--- config.mk ---
export PLATFORM = sky130hd
export DESIGN_NAME = seq_muldiv_flat
export DESIGN_NICKNAME = d
export VERILOG_FILES = /design/src/rtl/seq_muldiv_if.sv /design/src/rtl/seq_muldiv.sv /design/src/flat_wrapper.sv
export SDC_FILE = /design/constraint.sdc
export NUM_CORES = 1
export LEC_CHECK = 0
export ABC_AREA = 1
export BUFFER_PORTS_ARGS = -buffer_cell sky130_fd_sc_hd__buf_4
export CAP_MARGIN = 20
export CORE_MARGIN = 2
export CORE_UTILIZATION = 59
export CTS_CLUSTER_DIAMETER = 80
export DETAILED_ROUTE_END_ITERATION = 7
export PLACE_DENSITY = 0.84
export SLEW_MARGIN = 30
export SYNTH_ARGS = -nofsm -noshare
export SYNTH_HDL_FRONTEND = slang
export SYNTH_SLANG_ARGS = --single-unit
--- constraint.sdc ---
create_clock -name clk -period 3.69 [get_ports clk]
set_input_delay 0.1845 -clock clk [delete_from_list [all_inputs] [get_ports clk]]
set_output_delay 0.1845 -clock clk [all_outputs]
set_load 0.02 [all_outputs]
--- src/rtl/seq_muldiv_if.sv ---
// seq_muldiv_if -- operation request / result bus for seq_muldiv.
//   start, op, a, b            : request (master -> slave)
//   busy, done                 : status (slave -> master)
//   result, remainder, div_zero: result registers (slave -> master)
interface seq_muldiv_if #(
  parameter int WIDTH = 8
);
  logic               start;
  logic               op;
  logic [WIDTH-1:0]   a;
  logic [WIDTH-1:0]   b;
  logic               busy;
  logic               done;
  logic [2*WIDTH-1:0] result;
  logic [WIDTH-1:0]   remainder;
  logic               div_zero;

  modport master (
    output start, op, a, b,
    input  busy, done, result, remainder, div_zero
  );

  modport slave (
    input  start, op, a, b,
    output busy, done, result, remainder, div_zero
  );
endinterface

--- src/rtl/seq_muldiv.sv ---
// seq_muldiv -- iterative unsigned multiplier / divider, one bit per clock.
//   clk, rst_n : clock (rising edge), asynchronous active-low reset
//   bus        : seq_muldiv_if.slave (start/op/a/b in; busy/done/result/
//                remainder/div_zero out)
// op = 0 multiplies (shift-add), op = 1 divides (restoring shift-subtract).
// Every operation takes exactly WIDTH iterations; done pulses one cycle later.
// Macro MULDIV_DIV_EN: when defined the divide datapath is built; otherwise
// op = 1 runs with normal latency and returns all-zero outputs.
module seq_muldiv #(
  parameter int WIDTH = 8
) (
  input  logic          clk,
  input  logic          rst_n,
  seq_muldiv_if.slave   bus
);
  localparam logic [1:0] S_IDLE = 2'd0;
  localparam logic [1:0] S_RUN  = 2'd1;
  localparam logic [1:0] S_DONE = 2'd2;

  localparam int             CW   = $clog2(WIDTH) + 1;
  localparam logic [CW-1:0]  LAST = CW'(WIDTH - 1);

  logic [1:0]         r_state;
  logic [CW-1:0]      r_cnt;
  logic               r_op;
  // r_opnd: multiplicand (mul) or divisor (div).
  // r_hi:   upper product half (mul) or partial remainder (div).
  // r_lo:   multiplier shifting out (mul) or dividend out / quotient in (div).
  logic [WIDTH-1:0]   r_opnd;
  logic [WIDTH-1:0]   r_hi;
  logic [WIDTH-1:0]   r_lo;
  logic [2*WIDTH-1:0] r_result;
  logic [WIDTH-1:0]   r_remainder;
  logic               r_div_zero;

  logic               w_accept;
  logic [WIDTH:0]     w_sum;
  logic [WIDTH-1:0]   w_mul_hi;
  logic [WIDTH-1:0]   w_mul_lo;
  logic [WIDTH-1:0]   w_nhi;
  logic [WIDTH-1:0]   w_nlo;

  // start is honoured in IDLE and DONE, never while iterating.
  assign w_accept = bus.start && (r_state != S_RUN);

  // Multiply step: conditionally add multiplicand to the upper half, then
  // shift the {carry, hi, lo} chain right by one.
  assign w_sum    = {1'b0, r_hi} + (r_lo[0] ? {1'b0, r_opnd} : '0);
  assign w_mul_hi = w_sum[WIDTH:1];
  assign w_mul_lo = {w_sum[0], r_lo[WIDTH-1:1]};

`ifdef MULDIV_DIV_EN
  logic [WIDTH:0]     w_trial;
  logic               w_ge;
  logic [WIDTH-1:0]   w_diff;
  logic [WIDTH-1:0]   w_div_hi;
  logic [WIDTH-1:0]   w_div_lo;

  // Divide step: bring in the next dividend bit and try the subtraction.
  // The difference always fits in WIDTH bits when it is kept (it is < divisor),
  // so modulo-WIDTH subtraction is enough. Divisor 0 naturally yields an
  // all-ones quotient and remainder = dividend.
  assign w_trial  = {r_hi, r_lo[WIDTH-1]};
  assign w_ge     = (w_trial >= {1'b0, r_opnd});
  assign w_diff   = w_trial[WIDTH-1:0] - r_opnd;
  assign w_div_hi = w_ge ? w_diff : w_trial[WIDTH-1:0];
  assign w_div_lo = {r_lo[WIDTH-2:0], w_ge};

  assign w_nhi = r_op ? w_div_hi : w_mul_hi;
  assign w_nlo = r_op ? w_div_lo : w_mul_lo;
`else
  assign w_nhi = w_mul_hi;
  assign w_nlo = w_mul_lo;
`endif

  always_ff @(posedge clk or negedge rst_n) begin
    if (!rst_n) begin
      r_state     <= S_IDLE;
      r_cnt       <= '0;
      r_op        <= 1'b0;
      r_opnd      <= '0;
      r_hi        <= '0;
      r_lo        <= '0;
      r_result    <= '0;
      r_remainder <= '0;
      r_div_zero  <= 1'b0;
    end else begin
      case (r_state)
        S_RUN: begin
          r_hi  <= w_nhi;
          r_lo  <= w_nlo;
          r_cnt <= r_cnt + 1'b1;
          if (r_cnt == LAST) begin
            r_state <= S_DONE;
            // Outputs change only here, so the done cycle is the first
            // cycle they show the new values.
            if (!r_op) begin
              r_result    <= {w_nhi, w_nlo};
              r_remainder <= '0;
              r_div_zero  <= 1'b0;
            end else begin
`ifdef MULDIV_DIV_EN
              r_result    <= {{WIDTH{1'b0}}, w_nlo};
              r_remainder <= w_nhi;
              r_div_zero  <= (r_opnd == '0);
`else
              r_result    <= '0;
              r_remainder <= '0;
              r_div_zero  <= 1'b0;
`endif
            end
          end
        end
        default: begin // S_IDLE, S_DONE
          if (w_accept) begin
            r_state <= S_RUN;
            r_cnt   <= '0;
            r_op    <= bus.op;
            r_hi    <= '0;
            if (bus.op) begin
              r_opnd <= bus.b;
              r_lo   <= bus.a;
            end else begin
              r_opnd <= bus.a;
              r_lo   <= bus.b;
            end
          end else begin
            r_state <= S_IDLE;
          end
        end
      endcase
    end
  end

  assign bus.busy      = (r_state == S_RUN);
  assign bus.done      = (r_state == S_DONE);
  assign bus.result    = r_result;
  assign bus.remainder = r_remainder;
  assign bus.div_zero  = r_div_zero;
endmodule

--- src/flat_wrapper.sv ---
// flat-port wrapper written by rule: the top's interface ports become plain ports
module seq_muldiv_flat 
#(
  parameter int WIDTH = 8
)
  (clk, rst_n, bus_start, bus_op, bus_a, bus_b, bus_busy, bus_done, bus_result, bus_remainder, bus_div_zero);
  seq_muldiv_if #(.WIDTH(WIDTH)) bus_i ();
  input  logic clk;
  input  logic rst_n;
  input wire logic [$bits(bus_i.start)-1:0] bus_start;
  input wire logic [$bits(bus_i.op)-1:0] bus_op;
  input wire logic [$bits(bus_i.a)-1:0] bus_a;
  input wire logic [$bits(bus_i.b)-1:0] bus_b;
  output wire logic [$bits(bus_i.busy)-1:0] bus_busy;
  output wire logic [$bits(bus_i.done)-1:0] bus_done;
  output wire logic [$bits(bus_i.result)-1:0] bus_result;
  output wire logic [$bits(bus_i.remainder)-1:0] bus_remainder;
  output wire logic [$bits(bus_i.div_zero)-1:0] bus_div_zero;
  assign bus_i.start = bus_start;
  assign bus_i.op = bus_op;
  assign bus_i.a = bus_a;
  assign bus_i.b = bus_b;
  assign bus_busy = bus_i.busy;
  assign bus_done = bus_i.done;
  assign bus_result = bus_i.result;
  assign bus_remainder = bus_i.remainder;
  assign bus_div_zero = bus_i.div_zero;
  seq_muldiv #(.WIDTH(WIDTH)) u_core (.clk(clk), .rst_n(rst_n), .bus(bus_i));
endmodule
== After elaboration in Yosys (flattened, before gate mapping) ==
Index checks and enable logic that the tools add are counted.
W data, S select, Z words.

* Add/sub/neg operators: 2
* Equality and inequality tests: 5
* Muxes and demuxes: 13
* Bitwise gates (word level): 1
* Reduce and logical (&&, ||, !) cells: 4

{| class="wikitable"
|+ Operators by type and width
! kind !! number
|-
| $mux W8 || 7
|-
| $mux W16 || 1
|-
| $add A8 B9 Y9 || 1
|-
| $mux W4 || 2
|-
| $add A4 B1 Y4 const B || 1
|-
| $eq A4 B3 Y1 const B || 1
|-
| $mux W2 || 2
|-
| $ne A2 B1 Y1 const B || 2
|-
| $reduce_and A2 Y1 || 2
|-
| $eq A2 B1 Y1 const B || 1
|-
| $eq A2 B2 Y1 const B || 1
|-
| $reduce_bool A2 Y1 || 1
|-
| $logic_and A1 B1 Y1 || 1
|-
| $mux W1 || 1
|-
| $not A1 Y1 || 1
|}

* Register bits after elaboration: 47
* Output and inout bits: 27
* Logic and storage cells: 32

== Logic depth before layout (Yosys ltp) ==
Gate-level depths: netlist (run 1).

* Depth in word-level cells: 4
* Mapped depth: 12

== Worst setup path after synthesis (run 1) ==
No wires, ideal clock.

* Path kind: reg-to-reg
* Start: register u_core.r_lo[0]
* End: register u_core.r_hi[5]
* Arrival: 1.629 ns
* Path slack: 1.943 ns
* Cell stages (with the launch flop): 12
* Period minus slack after synthesis: 1.747 ns
* Cell sequence: dfrtp_1 -> clkbuf_1 -> nand2_1 -> inv_1 -> ha_1 -> fa_1 -> nand2_1 -> nand2_1 -> nand3b_1 -> nand3_1 -> nand3_1 -> nand2_1

* Cells in the longest elaborated chain, start to end: 3

{| class="wikitable"
|+ Ends and longest elaborated chain
! element !! RTL line !! RTL
|-
| from (decl) || seq_muldiv.sv:31 || <nowiki>logic [WIDTH-1:0] r_lo;</nowiki>
|-
| from (signal assigned) || seq_muldiv.sv:91 || <nowiki>r_lo <= w_nlo;</nowiki>
|-
| from (signal assigned) || seq_muldiv.sv:122 || <nowiki>r_lo <= bus.a;</nowiki>
|-
| from (signal assigned) || seq_muldiv.sv:125 || <nowiki>r_lo <= bus.b;</nowiki>
|-
| $mux W8 || seq_muldiv.sv:48 || <nowiki>assign w_sum = {1'b0, r_hi} + (r_lo[0] ? {1'b0, r_opnd} : '0);</nowiki>
|-
| $add A8 B9 Y9 || seq_muldiv.sv:48 ||
|-
| $mux W8 || seq_muldiv.sv:88 || <nowiki>case (r_state)</nowiki>
|-
| to (signal assigned) || seq_muldiv.sv:90 || <nowiki>r_hi <= w_nhi;</nowiki>
|-
| to (decl) || seq_muldiv.sv:30 || <nowiki>logic [WIDTH-1:0] r_hi;</nowiki>
|}

Every way passes these cells.
A chain may end at the register's enable or synchronous reset.

== Final worst setup path (run 1) ==
* Start: register u_core.r_state[1]
* End: register u_core.r_result[8], in the netlist u_core.bus.result[8]

* Cells in the longest elaborated chain, start to end: 2

{| class="wikitable"
|+ Ends and longest elaborated chain
! element !! RTL line !! RTL
|-
| from (decl) || seq_muldiv.sv:23 || <nowiki>logic [1:0] r_state;</nowiki>
|-
| from (signal assigned) || seq_muldiv.sv:78 || <nowiki>r_state <= S_IDLE;</nowiki>
|-
| from (signal assigned) || seq_muldiv.sv:94 || <nowiki>r_state <= S_DONE;</nowiki>
|-
| from (signal assigned) || seq_muldiv.sv:116 || <nowiki>r_state <= S_RUN;</nowiki>
|-
| $eq A2 B1 Y1 || seq_muldiv.sv:88 ||
|-
| $reduce_and A2 Y1 (no source line) || -- ||
|-
| to (signal assigned) || seq_muldiv.sv:98 || <nowiki>r_result <= {w_nhi, w_nlo};</nowiki>
|-
| to (decl) || seq_muldiv.sv:32 || <nowiki>logic [2*WIDTH-1:0] r_result;</nowiki>
|}

Every way passes these cells.

==> results of run 1 <==
==> worst paths after layout <==
kind,slack (ps),startpoint,to,depth (start not counted)
setup / recovery,1660,u_core.r_state[1]$_DFFE_PN0P_,u_core.bus.result[8]$_DFFE_PN0P_,5
max in group asynchronous,2880,rst_n,u_core.r_opnd[0]$_DFFE_PN0P_,2
setup reg to reg,1660,u_core.r_state[1]$_DFFE_PN0P_,u_core.bus.result[8]$_DFFE_PN0P_,5
hold / removal,140,bus_a[4],u_core.r_opnd[4]$_DFFE_PN0P_,3
min in group asynchronous,420,rst_n,u_core.r_state[1]$_DFFE_PN0P_,2
hold reg to reg,480,u_core.bus.result[15]$_DFFE_PN0P_,u_core.bus.result[15]$_DFFE_PN0P_,2
==> cells in the mapped netlist <==
master	count
nand2_1	155
inv_2	2
o211ai_1	1
nor2_4	2
inv_1	25
buf_4	9
buf_6	1
nor2_2	1
clkinv_1	1
a22o_1	1
a31oi_1	8
nor2_1	15
nor3_4	1
buf_2	7
a21oi_1	5
or2_2	1
conb_1	1
fa_1	1
xor2_1	1
nand3b_1	2
dfrtp_1	47
nand3_1	20
o21ai_0	6
nand4_1	1
ha_1	9
xnor2_1	2
nand3_2	1
clkbuf_1	3
==> per-stage QoR <==
stage / instance area (µm²) / setup slack, ps
after CTS: 2850 / 1630
after floorplan: 2540 / 1940
after global placement: 2760 / 1800
final: 2850 / 1660
after global routing: 2850 / 1430
after detailed placement: 2760 / 1670
==> logic make-up after synthesis <==
kind of cell | synth area share
simple gates | 0.327
other cells | 0.00149
compound gates | 0.0483
flops | 0.468
xor+xnor | 0.0105
fa+ha+maj | 0.0528
buf+inv | 0.0917
==> registers in the layout (all words and copies together), names as in the netlist <==
signal,flops
u_core.bus.result,16
u_core.r_cnt,4
u_core.r_hi,8
u_core.r_lo,8
u_core.r_op,1
u_core.r_opnd,8
u_core.r_state,2
==> worst register-to-register path, delay by kind of cell, from the launching register on <==
kind | cells | cell delay, ps
simple gates | 3 | 1250
flops | 1 | 410
compound gates | 1 | 190
buf+inv | 1 | 110
==> power groups by stage <==
stage | Combinational, mW | Clock [mW] | Sequential [mW]
after detailed placement | 1.12 | 0 | 0.935
final | 1.12 | 0.301 | 0.924
after global routing | 1.27 | 0.328 | 0.958
after CTS | 1.13 | 0.306 | 0.925
after global placement | 1.08 | 0 | 0.924
after floorplan | 0.740 | 0 | 0.978
==> routing by layer <==
layer | share of wire | vias up | global-route usage
met5 | 0 | - | 0
met4 | 0.012 | 0 | 0.0523
met1 | 0.46 | 902 | 0.292
li1 | - | 1074 | -
met2 | 0.49 | 48 | 0.400
met3 | 0.038 | 8 | 0.0465
==> final cells by class <==
| class | instances | area share |
|---|---|---|
| multi-input cells | 242 | 0.398 |
| inverters | 28 | 0.0369 |
| well taps | 50 | 0.0219 |
| clock buffers | 5 | 0.0241 |
| flip-flops and latches | 47 | 0.413 |
| repair buffers | 38 | 0.101 |
| clock inverters | 3 | 0.00527 |
==> summary.md, run 1 <==
| Metric | Value |
|---|---|
| Outcome | `complete, no violations` |
| Row cnt | `23` |
| Clk_skew | `7.46 ps` |
| Layout fillers | `353` |
| Setup bufs post-CTS | `0` |
| Clock network power share | `0.129` |
| Int Power | `1.32 mW` |
| CTS Buf Count | `5` |
| CP top delay family | `simple AND/OR/NAND/NOR gates` |
| Share of layout cells above drive strength 1 | `0.146` |
| Post-synthesis sequential area ratio | `0.468` |
| Max Clock Freq | `492 MHz` |
| Worst vdd ir | `0.000334 V` |
| Final min period | `2030 ps` |
| Fin. Hold Viols | `0` |
| Peak fanout along the critical path | `22` |
| GRT overflow | `0` |
| Switching Fraction | `0.436` |
| Sw power | `1.02 mW` |
| Ports | `47` |
| Synth top area share | `0.468` |
| Final-report max-slew violation count | `0` |
| Total Power | `2.34 mW` |
| Critical path buffers and inverters | `1` |
| Crit-path max cell delay | `520 ps` |
| Via count | `2032` |
| Critical path required time | `3910 ps` |
| Synth area leaders | `dfrtp_1 47%, nand2_1 23%, ha_1 4.5%, nand3_1 4.0%, inv_1 3.7%` |
| Syn Area/Cell | `7.63 µm²` |
| Worst Tran Pin Value | `818 ps` |
| Max clock buf depth | `2` |
| Initial Util | `0.619` |
| Final period utilization | `0.551` |
| Synth warn | `0` |
| Die X | `69.2 µm` |
| Port bufs | `37` |
| Flop pwr share | `0.395` |
| #FFs+latches synth | `47` |
| Multi-input gate area | `1130 µm²` |
| Commonest non-fill, non-tap cell in the layout | `nand2_1` |
| 1st-iter DRT viols | `111` |
| Pin count of the biggest net entering global routing | `48` |
| Slew headroom | `0.454` |
| Root buffer cell | `clkbuf_8` |
| Die area | `4790 µm²` |
| Routed length per placed instance | `11.9 µm` |
| Setup TNS | `0 ps` |
| Cell taking the most area after synthesis | `dfrtp_1` |
| Synth cell types | `28` |
| Slowest-stage cell, CP | `nor3_4` |
| Clk sinks | `47` |
| Critical path arrival | `2250 ps` |
| # diodes | `0` |
| TritonCTS clock tree | `yes` |
| RSZ-0062 raised after global routing | `false` |
| Final Non-Filler Cells | `413` |
| Antenna violations before repair | `0` |
| Antenna-violating nets left | `0` |
| First-pass GRT wire length | `8980 µm` |
| CTS H-Tree Depth | `2` |
| Post-Synthesis Cells | `329` |
| Placed cell count | `404` |
| Critical path endpoint category | `flip-flop` |
| Final nets | `392` |
| Vias in the first global route | `2036` |
| Final Util | `0.702` |
| Final setup viols | `0` |
| Clk_lat worst skew | `300 ps` |
| Comb power frac | `0.477` |
| Core footprint | `4060 µm²` |
| Critical path class | `reg -> reg` |
| Max Cap Viol | `0` |
| Clk slew on worst S/H paths | `90 ps` |
| FF+latch area | `1180 µm²` |
| CP cell instances | `nor2_4 -> nand3_2 -> nor3_4 -> inv_1 -> o21ai_0` |
| Tot GR Track Use | `0.228` |
| DRT Wirelength | `4910 µm` |
| Critical path launch point type | `flip-flop` |
| Lkg Pwr | `1.60 nW` |
| DRC | `0` |
| Post-CTS Hold Buffers | `1` |
| HP Class | `in -> reg` |
| Pwr/cell area | `821 nW/µm²` |
| Drt first pass iters | `4` |
| Commonest non-fill, non-tap cells in the layout | `155 x nand2_1, 47 x dfrtp_1, 37 x buf_4` |
| Area growth syn-to-layout | `13.5%` |
| Hold WS | `144 ps` |
| Via density per instance | `4.92` |
| Post-DP HPWL | `3660 µm` |
| GP Congestion | `0.909` |
| Mapped cell area | `2510 µm²` |
| Post_cts resized | `0` |
| Die Ht | `69.2 µm` |
Note: power is estimated with default switching activity, not from simulation.
==> inputs of run 2 (changes only) <==
CORE_UTILIZATION = 55   (was 59)
PLACE_DENSITY = 0.79   (was 0.84)
clock period = 1.9 ns   (was 3.69 ns; I/O delays follow)
==> run 2 against run 1 <==
Effect of this change:
- core utilization is 4.0 points lower
- first-iteration DRC count is 2.7% higher
- hold slack worse by 85 ps
- maximum frequency is 16% higher
- die area is 6.8% higher
- final cell count is 1.2% higher
- clock skew is 3.0 ps lower
- combinational power is 100% higher
- non-clock buffer count is 4 higher
- sequential power is 94% higher
==> summary.md, run 2 (same netlist as run 1, synthesis figures left out) <==
| Metric | Value |
|---|---|
| Initial Util | `0.573 (-0.0461)` |
| Final-report max-slew violation count | `0 (unchanged)` |
| HP Class | `in -> reg` |
| Int Power | `2.74 mW (+110%)` |
| Antenna violations before repair | `0 (unchanged)` |
| CP endpoint | `u_core.bus.result[14]$_DFFE_PN0P_` |
| CP cell instances | `buf_4 -> nand2_1 -> inv_1 -> ha_1 -> nand2_1 -> nand2_1 -> a21oi_1 -> nand3_1 -> nand3_1 -> nand2_1` |
| Peak fanout along the critical path | `5 (-77%)` |
| Commonest non-fill, non-tap cells in the layout | `155 x nand2_1, 46 x dfrtp_1, 41 x buf_4` |
| CTS H-Tree Depth | `2 (unchanged)` |
| Crit-path max cell delay | `430 ps (-90 ps)` |
| Pre-CTS setup slack | `83.7 ps (-1580 ps)` |
| Routed length per placed instance | `12.0 µm (+0.88%)` |
| Number of flip-flops in the largest register | `16 (unchanged)` |
| Sw power | `1.99 mW (+95%)` |
| R2R cell count | `10 (+5)` |
| GRT overflow | `0 (unchanged)` |
| Area growth syn-to-layout | `15.7%` |
| CP top delay family | `simple AND/OR/NAND/NOR gates` |
| Critical path buffers and inverters | `2 (+1)` |
| # diodes | `0 (unchanged)` |
| Clk slew on worst S/H paths | `80 ps (about the same)` |
| Critical path endpoint category | `flip-flop` |
| Pin count of the biggest net entering global routing | `48 (unchanged)` |
| Post-DP HPWL | `3670 µm (+0.15%)` |
| Antenna-violating nets left | `0 (unchanged)` |
| Row cnt | `24 (+4.3%)` |
| Lkg Pwr | `1.62 nW (+1.3%)` |
| Slowest-stage cell, CP | `dfrtp_2` |
| Die Ht | `71.6 µm (+3.4%)` |
| Tot GR Track Use | `0.215 (-0.0133)` |
| GP Congestion | `0.919 (+1.2%)` |
| Clock network power share | `0.149 (+0.020)` |
| Max Cap Viol | `0 (unchanged)` |
| Setup TNS | `0 ps (unchanged)` |
| Core footprint | `4380 µm² (+8.0%)` |
| Die X | `71.6 µm (+3.4%)` |
| Commonest non-fill, non-tap cell in the layout | `nand2_1` |
| Setup ws final | `147 ps (-1510 ps)` |
| Die area | `5120 µm² (+6.8%)` |
| Most used cell, CP | `nand2_1` |
| Critical path depth | `10 (+5)` |
| CP startpoint | `u_core.r_lo[0]$_DFFE_PN0P_` |
| Drt first pass iters | `4 (unchanged)` |
| Root buffer cell | `clkbuf_8` |
| DRT Wirelength | `5020 µm (+2.1%)` |
| Worst vdd ir | `0.000582 V (+74%)` |
| Reg2reg setup slack | `150 ps (-1510 ps)` |
| Comb power frac | `0.473 (-0.004)` |
| Outcome | `complete, no violations` |
| Flop pwr share | `0.378 (-0.017)` |
| Critical path launch point type | `flip-flop` |
| Vias in the first global route | `1955 (-4.0%)` |
| DRC | `0 (unchanged)` |
| Critical path arrival | `1950 ps (-300 ps)` |
| Fin. Hold Viols | `0 (unchanged)` |
| Clk_lat worst skew | `300 ps (about the same)` |
| RSZ-0062 raised after global routing | `false` |
| Via count | `2112 (+3.9%)` |
| TritonCTS clock tree | `yes` |
| Slew headroom | `0.613 (+0.159)` |
| R2r endpoint | `u_core.bus.result[14]$_DFFE_PN0P_` |
| CTS Buf Count | `5 (unchanged)` |
| Reg2reg start | `u_core.r_lo[0]$_DFFE_PN0P_` |
| Final nets | `396 (+1.0%)` |
| Final setup viols | `0 (unchanged)` |
| Final min period | `1750 ps (-281 ps)` |
| Pwr/cell area | `1630 nW/µm² (+98%)` |
| Max clock buf depth | `2 (unchanged)` |
| 1st-iter DRT viols | `114 (+2.7%)` |
| Critical path required time | `2100 ps (-1810 ps)` |
| Max Clock Freq | `571 MHz (+16%)` |
| Ports | `47 (unchanged)` |
| Worst Tran Pin Value | `580 ps (-238 ps)` |
| First-pass GRT wire length | `8640 µm (-3.8%)` |
| Share of layout cells above drive strength 1 | `0.156 (+0.00973)` |
| Critical path class | `reg -> reg` |
| Port bufs | `37 (unchanged)` |
| Clk_skew | `4.44 ps (-3.02 ps)` |
| Switching Fraction | `0.421 (-0.0150)` |
| Via density per instance | `5.05 (+2.7%)` |
| Clk sinks | `47 (unchanged)` |
| Final period utilization | `0.922 (+0.371)` |
run 2: cell types whose count changed in the layout (fill, tap and decap cells not counted), sizes merged:
cell / change
buf: +4
clkbuf: +1
clkinv: -3
bufinv: +1
run 2: what timing repair did:
item | in CTS | in global routing
setup buffers | 0 | 1
hold endpoints to repair | 47 | 0
hold buffers | 1 | 0
endpoints found under the setup margin | 0 | 6
gates resized for setup | 0 | 2
run 2: how the worst min path moves through the flow:
stage | start | endpoint | slack (ps) | cells after the start
2_1_floorplan | rst_n | u_core.bus.result[0]$_DFFE_PN0P_ | -200 | 0
3_3_place_gp | rst_n | u_core.bus.result[1]$_DFFE_PN0P_ | 140 | 1
3_5_place_dp | rst_n | u_core.bus.result[1]$_DFFE_PN0P_ | 140 | 1
4_1_cts | bus_a[1] | u_core.r_opnd[1]$_DFFE_PN0P_ | 60 | 3
5_1_grt | bus_a[1] | u_core.r_opnd[1]$_DFFE_PN0P_ | 60 | 3
6_report | bus_a[0] | u_core.r_opnd[0]$_DFFE_PN0P_ | 60 | 3
run 2: stage by stage:
step | total power [mW] | hold WS (ps) | std cells | util | instance area (µm²)
after detailed placement | 4.01 | 138 | 409 | 0.634 | 2780
after floorplan | 3.34 | -201 | 337 | - | 2540
after CTS | 4.73 | 59.8 | 417 | 0.660 | 2890
after global placement | 3.92 | 138 | 409 | 0.634 | 2780
after global routing | 5.14 | 61.0 | 418 | 0.663 | 2910
final | 4.73 | 58.9 | 418 | 0.663 | 2910
run 2: final cells by class:
type,instances,area (µm²)
clock buffer,6,72.6
clock inverter,1,30.0
fill,404,1480
inverter,28,105
multi-input combinational,242,1140
sequential,47,1180
tap,52,65.1
timing repair buffer,42,318
run 2: worst register-to-register path, stage by stage (launching register included):
cell	delay (ps)
dfrtp_2	430
buf_4	160
nand2_1	60
inv_1	50
ha_1	330
nand2_1	90
nand2_1	80
a21oi_1	180
nand3_1	120
nand3_1	100
nand2_1	50
run 2: power by group through the flow:
| stage | sequential, mW | clock [mW] | combinational (mW) |
|---|---|---|---|
| 4_1_cts | 1.79 | 0.714 | 2.22 |
| 3_5_place_dp | 1.80 | 0 | 2.20 |
| 6_report | 1.79 | 0.706 | 2.24 |
| 2_1_floorplan | 1.90 | 0 | 1.44 |
| 5_1_grt | 1.84 | 0.751 | 2.54 |
| 3_3_place_gp | 1.80 | 0 | 2.12 |
run 2: metal layers:
layer  global-route usage  vias up  wire (µm)
met5                    0        -          0
met3               0.0478        5        212
li1                     -     1077          -
met4               0.0734        0         70
met2                0.350       51       2310
met1                0.286      979       2420
